File: src/rtl/instr_encoder_if.sv
// Request and instruction-stream handshake bundle for instr_encoder.
// The slave modport is the encoder's view. The master modport is the loader/sink view.
interface instr_encoder_if;
   logic        ReqValid;
   logic        ReqReady;
   logic [3:0]  ALUControl;
   logic [4:0]  Rs;
   logic [4:0]  Rt;
   logic [4:0]  Rd;
   logic [4:0]  Shamt;
   logic        InstrValid;
   logic        InstrReady;
   logic [31:0] Instr;
   logic [31:0] InstrAddr;

   modport slave (
      input  ReqValid, ALUControl, Rs, Rt, Rd, Shamt, InstrReady,
      output ReqReady, InstrValid, Instr, InstrAddr
   );

   modport master (
      output ReqValid, ALUControl, Rs, Rt, Rd, Shamt, InstrReady,
      input  ReqReady, InstrValid, Instr, InstrAddr
   );
endinterface

File: src/rtl/instr_encoder.sv
// MIPS R-type encoder: ALUControl + register fields -> 32-bit word, FIFO-buffered, sequentially addressed.
// Optional macro ENCODER_ILLEGAL_TRAP_EN: illegal codes are dropped and flag Error instead of becoming NOPs.
module instr_encoder #(
   parameter int          DEPTH     = 4,
   parameter logic [31:0] BASE_ADDR = 32'h0000_0000
) (
   input  logic                     clock,
   input  logic                     reset_n,
   input  logic                     Clear,
   instr_encoder_if.slave           bus,
   output logic [$clog2(DEPTH):0]   Count,
   output logic                     Error
);

   localparam int PW = $clog2(DEPTH);
   localparam int CW = PW + 1;

   logic [31:0]   r_mem [DEPTH];
   logic [PW-1:0] r_wrPtr;
   logic [PW-1:0] r_rdPtr;
   logic [CW-1:0] r_count;
   logic [31:0]   r_addr;

   logic          w_legal;
   logic [5:0]    w_funct;
   logic [31:0]   w_word;
   logic          w_accept;
   logic          w_push;
   logic          w_pop;

   // ALUControl to Funct map; anything not listed is illegal
   always_comb begin
      w_funct = 6'h00;
      w_legal = 1'b1;
      case (bus.ALUControl)
         4'b0000: w_funct = 6'h24;
         4'b0001: w_funct = 6'h25;
         4'b0010: w_funct = 6'h20;
         4'b0110: w_funct = 6'h22;
         4'b0111: w_funct = 6'h2A;
         4'b1100: w_funct = 6'h27;
         default: w_legal = 1'b0;
      endcase
   end

   assign w_word = w_legal ? {6'b000000, bus.Rs, bus.Rt, bus.Rd, bus.Shamt, w_funct} : 32'h0000_0000;

   assign bus.ReqReady   = (r_count < CW'(DEPTH));
   assign bus.InstrValid = (r_count != '0);
   assign bus.Instr      = bus.InstrValid ? r_mem[r_rdPtr] : 32'h0000_0000;
   assign bus.InstrAddr  = r_addr;
   assign Count          = r_count;

   // Clear outranks both handshakes so a flush never races a push or pop
   assign w_accept = bus.ReqValid && bus.ReqReady && !Clear;
   assign w_pop    = bus.InstrValid && bus.InstrReady && !Clear;

`ifdef ENCODER_ILLEGAL_TRAP_EN
   logic r_error;

   assign w_push = w_accept && w_legal;
   assign Error  = r_error;

   always_ff @(posedge clock or negedge reset_n) begin
      if (!reset_n)
         r_error <= 1'b0;
      else if (Clear)
         r_error <= 1'b0;
      else if (w_accept && !w_legal)
         r_error <= 1'b1;
   end
`else
   assign w_push = w_accept;
   assign Error  = 1'b0;
`endif

   always_ff @(posedge clock) begin
      if (w_push)
         r_mem[r_wrPtr] <= w_word;
   end

   // Occupancy alone separates full from empty since the pointers wrap modulo DEPTH
   always_ff @(posedge clock or negedge reset_n) begin
      if (!reset_n) begin
         r_wrPtr <= '0;
         r_rdPtr <= '0;
         r_count <= '0;
         r_addr  <= BASE_ADDR;
      end else if (Clear) begin
         r_wrPtr <= '0;
         r_rdPtr <= '0;
         r_count <= '0;
         r_addr  <= BASE_ADDR;
      end else begin
         if (w_push)
            r_wrPtr <= r_wrPtr + PW'(1);
         if (w_pop) begin
            r_rdPtr <= r_rdPtr + PW'(1);
            r_addr  <= r_addr + 32'd4;
         end
         r_count <= r_count + CW'(w_push) - CW'(w_pop);
      end
   end

endmodule

File: src/flat_wrapper.sv
// flat-port wrapper written by rule: the top's interface ports become plain ports
module instr_encoder_flat 
#(
   parameter int          DEPTH     = 4,
   parameter logic [31:0] BASE_ADDR = 32'h0000_0000
)
  (clock, reset_n, Clear, Count, Error, bus_ReqValid, bus_ALUControl, bus_Rs, bus_Rt, bus_Rd, bus_Shamt, bus_InstrReady, bus_ReqReady, bus_InstrValid, bus_Instr, bus_InstrAddr);
  instr_encoder_if bus_i ();
  input  logic clock;
  input  logic reset_n;
  input  logic Clear;
  output logic [$clog2(DEPTH):0] Count;
  output logic Error;
  input wire logic [$bits(bus_i.ReqValid)-1:0] bus_ReqValid;
  input wire logic [$bits(bus_i.ALUControl)-1:0] bus_ALUControl;
  input wire logic [$bits(bus_i.Rs)-1:0] bus_Rs;
  input wire logic [$bits(bus_i.Rt)-1:0] bus_Rt;
  input wire logic [$bits(bus_i.Rd)-1:0] bus_Rd;
  input wire logic [$bits(bus_i.Shamt)-1:0] bus_Shamt;
  input wire logic [$bits(bus_i.InstrReady)-1:0] bus_InstrReady;
  output wire logic [$bits(bus_i.ReqReady)-1:0] bus_ReqReady;
  output wire logic [$bits(bus_i.InstrValid)-1:0] bus_InstrValid;
  output wire logic [$bits(bus_i.Instr)-1:0] bus_Instr;
  output wire logic [$bits(bus_i.InstrAddr)-1:0] bus_InstrAddr;
  assign bus_i.ReqValid = bus_ReqValid;
  assign bus_i.ALUControl = bus_ALUControl;
  assign bus_i.Rs = bus_Rs;
  assign bus_i.Rt = bus_Rt;
  assign bus_i.Rd = bus_Rd;
  assign bus_i.Shamt = bus_Shamt;
  assign bus_i.InstrReady = bus_InstrReady;
  assign bus_ReqReady = bus_i.ReqReady;
  assign bus_InstrValid = bus_i.InstrValid;
  assign bus_Instr = bus_i.Instr;
  assign bus_InstrAddr = bus_i.InstrAddr;
  instr_encoder #(.DEPTH(DEPTH), .BASE_ADDR(BASE_ADDR)) u_core (.clock(clock), .reset_n(reset_n), .Clear(Clear), .bus(bus_i), .Count(Count), .Error(Error));
endmodule
File: config.mk
export PLATFORM = sky130hd
export DESIGN_NAME = instr_encoder_flat
export DESIGN_NICKNAME = d
export VERILOG_FILES = /design/src/rtl/instr_encoder_if.sv /design/src/rtl/instr_encoder.sv /design/src/flat_wrapper.sv
export SDC_FILE = /design/constraint.sdc
export NUM_CORES = 1
export LEC_CHECK = 0
export ABC_AREA = 1
export CAP_MARGIN = 20
export CORE_MARGIN = 2
export CORE_UTILIZATION = 30
export CTS_CLUSTER_SIZE = 30
export DETAILED_ROUTE_END_ITERATION = 6
export SLEW_MARGIN = 20
export SYNTH_ARGS = -nofsm -noshare
export SYNTH_HDL_FRONTEND = slang
export SYNTH_SLANG_ARGS = --single-unit
File: constraint.sdc
create_clock -name clock -period 2.55 [get_ports clock]
set_input_delay 0.51 -clock clock [delete_from_list [all_inputs] [get_ports clock]]
set_output_delay 0.51 -clock clock [all_outputs]
set_load 0.01 [all_outputs]
=== Yosys cells after proc, flatten, opt, wreduce, memory -nomap -nowiden ===
Memories as Yosys holds them, arrays and structs flattened.
Index checks and enable logic that the tools add are counted.

* RAM bits: 104
* Input bits: 29
* Logic and storage cells: 39
* Output and inout bits: 70
* Flip-flop bits (word level): 39
* Memories: 1

* Reductions and logical operators: 10
* Eq/ne operators: 5
* Multiplexer cells: 13
* Add/subtract/negate cells: 5
* Magnitude comparators: 1

{| class="wikitable"
|+ Memory list
! memory !! depth !! width !! rd ports !! clocked after Yosys merged registers in !! write ports !! RTL line !! RTL
|-
| u_core.r_mem || 4 || 26 || 1 || 0 || 1 || instr_encoder.sv:18 || <nowiki>logic [31:0] r_mem [DEPTH];</nowiki>
|}

{| class="wikitable"
|+ Operators with widths
! kind !! count
|-
| $mux 32 || 3
|-
| $pmux 6 s6 || 1
|-
| $add 32x3->32 const B || 1
|-
| $mux 26 || 1
|-
| $eq 4x3->1 const B || 2
|-
| $mux 2 || 4
|-
| $reduce_or 6->1 || 1
|-
| $add 2x1->2 const B || 2
|-
| $eq 4x1->1 const B || 1
|-
| $eq 4x2->1 const B || 1
|-
| $eq 4x4->1 const B || 1
|-
| $logic_and 1x1->1 || 4
|-
| $logic_not 4->1 || 1
|-
| $reduce_bool 2->1 || 2
|-
| $add 3x1->3 || 1
|-
| $lt 3x3->1 const B || 1
|-
| $mux 1 || 3
|-
| $mux 3 || 1
|-
| $reduce_bool 3->1 || 1
|-
| $sub 3x1->3 || 1
|-
| $logic_not 1->1 || 1
|}

=== Logic depth before layout (Yosys ltp) ===
Gate-level depths: netlist (run 1).

* Depth in word-level cells: 6
* Gate-level depth with buffers: 12
* Gate-level depth less buffers: 11

=== Least setup slack after synthesis (run 1) ===
OpenSTA, ideal clock, no wires.

* Kind: input to register
* Start: input Clear
* End: memory u_core.r_mem[0][0] in the netlist's numbering, enable pin
* Cell stages on the path: 3
* Arrival: 2.042 ns
* Buffers on the path: 0
* Library setup time: 0.407 ns
* Setup slack: 0.101 ns
* Cell sequence: nor3_1 > inv_1 > nor2_1

* Cells in the longest elaborated chain, start to end: 4

{| class="wikitable"
|+ RTL lines
! element !! RTL line !! RTL
|-
| start, declared || flat_wrapper.sv:11 || <nowiki>input logic Clear;</nowiki>
|-
| $logic_not 1->1 || instr_encoder.sv:55 || <nowiki>assign w_accept = bus.ReqValid && bus.ReqReady && !Clear;</nowiki>
|-
| $logic_and 1x1->1 || instr_encoder.sv:55 ||
|-
| $mux 1 || instr_encoder.sv:78 || <nowiki>if (w_push)</nowiki>
|-
| $mux 1 (not written as such) || instr_encoder.sv:79 || <nowiki>r_mem[r_wrPtr] <= w_word;</nowiki>
|-
| end, declared || instr_encoder.sv:18 ||
|}

No other way between the ends.

=== Final worst setup path (run 1) ===
* Start: register u_core.r_rdPtr[0]
* End: output bus_Instr[17]

* Cells in the longest elaborated chain, start to end: 2

{| class="wikitable"
|+ RTL lines
! element !! RTL line !! RTL
|-
| start, declared || instr_encoder.sv:20 || <nowiki>logic [PW-1:0] r_rdPtr;</nowiki>
|-
| start signal, assigned || instr_encoder.sv:98 || <nowiki>r_rdPtr <= r_rdPtr + PW'(1);</nowiki>
|-
| $mem_v2 4x26 || n/a ||
|-
| $mux 32 || instr_encoder.sv:50 || <nowiki>assign bus.Instr = bus.InstrValid ? r_mem[r_rdPtr] : 32'h0000_0000;</nowiki>
|-
| end, declared || flat_wrapper.sv:23 || <nowiki>output wire logic [$bits(bus_i.Instr)-1:0] bus_Instr;</nowiki>
|}

No other way between the ends.

==> out/results.tsv, run 1 <==
metric	value	unit
die_h	151	um
ir_worst_vdd	0.714	mV
finClkSkew	0.00771	ns
synth_ff_type	edfxtp_1	
power_switching	2.15	mW
slew_headroom	43.3	%
fill_cells	2078	
wl_per_cell	13.8	um
critPathLaunchType	flip-flop	
viasPerCell	4.40	
syn_inst	691	
cp_data_required_time	2.04	ns
period_needed	2.37	ns
grt_use_met1	18.0	%
worst_pin_slew	0.851	ns
dp_slack	0.159	ns
die-area	0.0228	mm^2
maxSlewViolCount	0	
cts_buffers	17	
cp.arrival	1.86	ns
top_usage_layer	met2	
ys_seq_elements	137	
grt_start_max_net_pins	38	
antenna_found_initial	0	
yosys.area.top_type	edfxtp_1	
h-tree-depth	4	
setup_viol	0	
routed_wl	14900	um
global_route.usage.total	13.7	%
grt_pass1_vias	4543	
ctsRootBufferMaster	clkbuf_16	
grtUsageMet3	2.68	%
area_delta_synth_final	30.0	%
p_per_area	822	mW/mm^2
holdWs	0.192	ns
num_io_pins	99	
swShare	31.1	%
grtUsageMet2	22.1	%
drive_gt1_share	10.9	%
clk_pin_slew	0.06	ns
rows	53	
clk_latency	0.42	ns
syn_area_per_cell	9.36	um^2
clk_path_buf_depth	2	
multi_input_area	0.00210	mm^2
clkPwrFrac	36.2	%
nNetsFinal	832	
p_leak	3.49	nW
gr-total-overflow	0	
internal_power	4.76	mW
syn-cell-area	0.00647	mm^2
pwr-share-seq	37.5	%
fmax	421	MHz
p_total	6.91	mW
drt_iter0_markers	298	
yosysWarnings	0	
grt_pass1_wl	23500	um
setup_ws	0.176	ns
hold_viol_final	0	
fin_tns_setup	0	ns
combPwrFrac	26.3	%
die_x	151	um
dr_total_vias	4765	
synth_top_area_share	46.4	%
cts_tree	done	
synth_cell_types	31	
hold_path_class	in2async	
ant_nets	0	
place_hpwl	9370	um
dpl-instance-area	0.00774	mm^2
synth_seq_area_share	60.7	%
finalWeightedCongestion	0.823	
rsz0062_at_grt	no	
synthArstFlopShare	27.0	%
final_cell_area	0.00841	mm^2
outcome	finished, final reports clean	
layout.area.seq	0.00393	mm^2
io_buffers	88	
worstPathMaxFanout	24	
start_util	30.7	%
antenna_cells	0	
cp-end-kind	output port	
ys_top_cells_by_area	edfxtp_1 46%, dfrtp_1 14%, nor2_1 12%, nand2_1 5.1%, o21ai_0 4.5%	
coreArea	0.0211	mm^2
cap_viol_max_count	0	
synth_edf_count	100	
firstDrtPassIters	5	
worst-setup-path-type	reg2out	
clock-sinks	137	
fin_crit_sh	93.1	%
drcViolationCount	0	
-- power by group through the flow --
stage	Sequential, mW	Combinational (mW)	Clock, mW
after floorplan	2.63	0.946	0
after global placement	2.63	1.88	0
after detailed placement	2.63	1.89	0
after CTS	2.59	1.87	2.55
after global routing	2.60	2.02	2.65
final	2.59	1.82	2.50
-- routing by layer --
layer,part of all wire [%],wire (um),up-vias
li1,-,-,2434
met1,47,7060,2210
met2,47,6960,106
met3,4.3,635,15
met4,1.8,269,0
met5,0,0,-
-- through the flow --
stage	utilization (%)	cells
after detailed placement	36.7	1048
final	39.9	1083
after global placement	36.7	1048
after floorplan	-	700
after global routing	39.9	1083
after CTS	39.9	1083
-- final timing paths --
| kind | start | end | slack, ns | depth (start not counted) |
|---|---|---|---|---|
| worst max-delay path | u_core.r_rdPtr[0]$_DFFE_PN0N_ | bus_Instr[17] | 0.18 | 5 |
| worst min-delay path | reset_n | u_core.bus.InstrAddr[16]$_DFFE_PN0N_ | 0.19 | 1 |
| worst max register to register | u_core.Count[1]$_DFF_PN0_ | u_core.Count[2]$_DFF_PN0_ | 0.55 | 11 |
| worst min register to register | u_core.bus.InstrAddr[10]$_DFFE_PN0N_ | u_core.bus.InstrAddr[10]$_DFFE_PN0N_ | 0.55 | 1 |
| max in group asynchronous | reset_n | u_core.r_rdPtr[0]$_DFFE_PN0N_ | 1.75 | 1 |
| min in group clock | u_core.bus.InstrAddr[10]$_DFFE_PN0N_ | u_core.bus.InstrAddr[10]$_DFFE_PN0N_ | 0.55 | 1 |
-- placed cells by master, fill, tap and decap left out, types with 2 or more instances in the layout --
cell and count:
nor2_1 196, buf_6 2, nor2_2 8, conb_1 10, edfxtp_1 100, nand3_2 5, inv_6 4, inv_8 4
clkinvlp_4 2, a21oi_1 35, bufinv_16 2, inv_1 72, nand2_1 88, o21ai_0 58, buf_4 13, and2_1 4
clkdlybuf4s50_1 62, nor2_8 2, clkbuf_16 17, inv_2 2, buf_12 6, nand2_2 5, ha_1 7, nand3_1 12
clkinv_4 2, nand4_1 7, nor2_4 2, dfrtp_1 36, nand2_4 4, dlygate4sd2_1 25, nor3_1 3
-- critical path, stage by stage, from the launching register on --
cell           delay [ns]
dfrtp_2              0.47
inv_4                0.13
bufbuf_16            0.31
o21ai_0              0.10
a21oi_1              0.15
dlygate4sd2_1        0.29
-- cells in the mapped netlist, drive strengths merged (4+ instances only) --
master,n
nor2,208
edfxtp,100
nand2,97
inv,75
o21ai,59
dfrtp,37
a21oi,36
buf,24
nand3,17
clkbuf,11
ha,7
nand4,7
and2,4
nor3,4
-- layout make-up --
cell class                      instances  share of cell area [%]
Timing Repair Buffer                  111                    13.6
Inverter                               76                    3.42
Clock inverter                         15                    2.11
Multi-Input combinational cell        452                    25.0
Clock buffer                           17                    5.06
Sequential cell                       137                    46.7
Tap cell                              275                    4.09
-- repair_timing --
item                                    in CTS  in global routing
resized for setup                           32                  0
hold buffers                                 0                  0
buffers inserted                             1                  0
endpoints found under the setup margin      25                  0
-- logic make-up (layout without fill, tap and decap cells) --
group                      count (synthesis)  after routing  synth area share [%]
adders and majority gates                  8              8                  1.66
AOI/OAI and AO/OA                         96             96                  7.47
and+or+nand+nor                          337            337                  22.4
xor gates and xnor gates                   1              1                 0.135
buffers and inverters                    111            219                  7.54
DFF                                      137            137                  60.7
other                                      1             10                0.0580
-- state kept, by name (all words and copies together) (netlist names) --
name and flops:
u_core.Count 3, u_core.bus.InstrAddr 30, u_core.r_mem 100, u_core.r_rdPtr 2
u_core.r_wrPtr 2
(Power assumes the default switching activity.)
==> run 2: changes to the inputs <==
- RECOVER_POWER: unset -> 100
- SETUP_SLACK_MARGIN: unset -> 0.05
==> run 2 against run 1 <==
Non-clock buffer count unchanged. First-iteration DRC count decreased by 6.4%. Cell area decreased by 1.4%. Register-to-register slack got worse by 0.16 ns. Final cell count unchanged. Fmax about the same. Via count decreased by 0.17%. Clock skew decreased by 0.00053 ns. Critical path depth unchanged. Power decreased by 1.0%.
==> out/results.tsv, run 2 (synthesis gave the netlist of run 1 again) <==
metric	value	unit
outcome	finished, final reports clean	
ant_nets	0	
drive_gt1_share	8.91	%
largest_reg_flops	100	
die_x	151	um
worstPathMaxFanout	24	
period_needed	2.38	ns
h-tree-depth	4	
drcViolationCount	0	
hold_buffers	0	
cp-end-kind	output port	
critPathLaunchType	flip-flop	
rows	53	
nNetsFinal	832	
num_io_pins	99	
finClkSkew	0.00718	ns
ir_worst_vdd	0.668	mV
clock-sinks	137	
antenna_found_initial	0	
antenna_cells	0	
hold_path_class	in2async	
grt_start_max_net_pins	38	
mostFrequentLayoutCell	nor2_1	
setup_ws	0.175	ns
slew_headroom	42.6	%
p_total	6.84	mW
drt_iter0_markers	279	
gr-total-overflow	0	
routed_wl	15000	um
fin_crit_sh	93.1	%
area_delta_synth_final	28.2	%
grt_pass1_wl	23500	um
die_h	151	um
clk_pin_slew	0.06	ns
setup_viol	0	
holdWs	0.198	ns
dp_slack	0.159	ns
registers.top_by_ff_count	u_core.r_mem	
final_cell_area	0.00829	mm^2
worst-setup-path-type	reg2out	
fmax	421	MHz
cts_buffers	17	
dpl-instance-area	0.00774	mm^2
fin_tns_setup	0	ns
firstDrtPassIters	5	
coreArea	0.0211	mm^2
cp.arrival	1.87	ns
start_util	30.7	%
dr_total_vias	4757	
cap_viol_max_count	0	
worst_pin_slew	0.862	ns
mostFrequentLayoutCells	201 x nor2_1, 100 x edfxtp_1, 89 x nand2_1	
place_hpwl	9370	um
clk_path_buf_depth	2	
ctsRootBufferMaster	clkbuf_16	
grt_pass1_vias	4543	
viasPerCell	4.39	
p_leak	3.53	nW
p_per_area	825	mW/mm^2
cp_data_required_time	2.04	ns
finalWeightedCongestion	0.823	
rsz0062_at_grt	no	
die-area	0.0228	mm^2
maxSlewViolCount	0	
io_buffers	88	
clk_latency	0.42	ns
global_route.usage.total	13.7	%
wl_per_cell	13.8	um
hold_viol_final	0	
cts_tree	done	
-- run 2: report_power, final --
group | total (mW) | switching, mW | internal [mW]
registers | 2.59 | 0.0651 | 2.53
logic | 1.74 | 1.03 | 0.713
clock network | 2.50 | 1.02 | 1.48
-- run 2: per-layer routing --
layer  share of wire [%]  wire, um  vias up  track usage (%)
li1                    -         -     2430                -
met1                  47      7040     2206             18.0
met2                  47      7010      107             22.1
met3                 4.3       650       14             2.68
met4                 1.7       260        0             5.70
met5                   0         0        -                0
-- run 2: layout make-up --
type | instances | area, um^2
fill | 2100 | 12800
sequential | 137 | 3930
multi-input combinational | 452 | 2040
timing repair buffer | 111 | 1090
clock buffer | 17 | 425
tap | 275 | 344
inverter | 76 | 288
clock inverter | 15 | 178
-- run 2: path summary, 6_finish.rpt --
check / from / to / slack (ns) / cells after the start
max: u_core.r_rdPtr[0]$_DFFE_PN0N_ / bus_Instr[17] / 0.17 / 5
min: reset_n / u_core.bus.InstrAddr[16]$_DFFE_PN0N_ / 0.20 / 1
max reg2reg: u_core.Count[1]$_DFF_PN0_ / u_core.bus.InstrAddr[28]$_DFFE_PN0N_ / 0.39 / 9
min reg2reg: u_core.bus.InstrAddr[10]$_DFFE_PN0N_ / u_core.bus.InstrAddr[10]$_DFFE_PN0N_ / 0.55 / 1
max in group asynchronous: reset_n / u_core.r_rdPtr[0]$_DFFE_PN0N_ / 1.75 / 1
min in group clock: u_core.bus.InstrAddr[10]$_DFFE_PN0N_ / u_core.bus.InstrAddr[10]$_DFFE_PN0N_ / 0.55 / 1
-- run 2: per-stage QoR --
step	cells	utilization, %
final	1083	39.3
after global routing	1083	39.3
after CTS	1083	39.9
after detailed placement	1048	36.7
after global placement	1048	36.7
after floorplan	700	-
-- run 2: worst max-delay path: stages (launching register included) --
cell           delay, ns
dfrtp_2             0.47
inv_4               0.13
bufbuf_16           0.31
o21ai_0             0.10
a21oi_1             0.15
dlygate4sd2_1       0.29
-- run 2: repair_timing --
action	4_1_cts	5_1_grt
endpoints found under the setup margin	25	0
gates resized for setup	32	0
buffers inserted	1	0
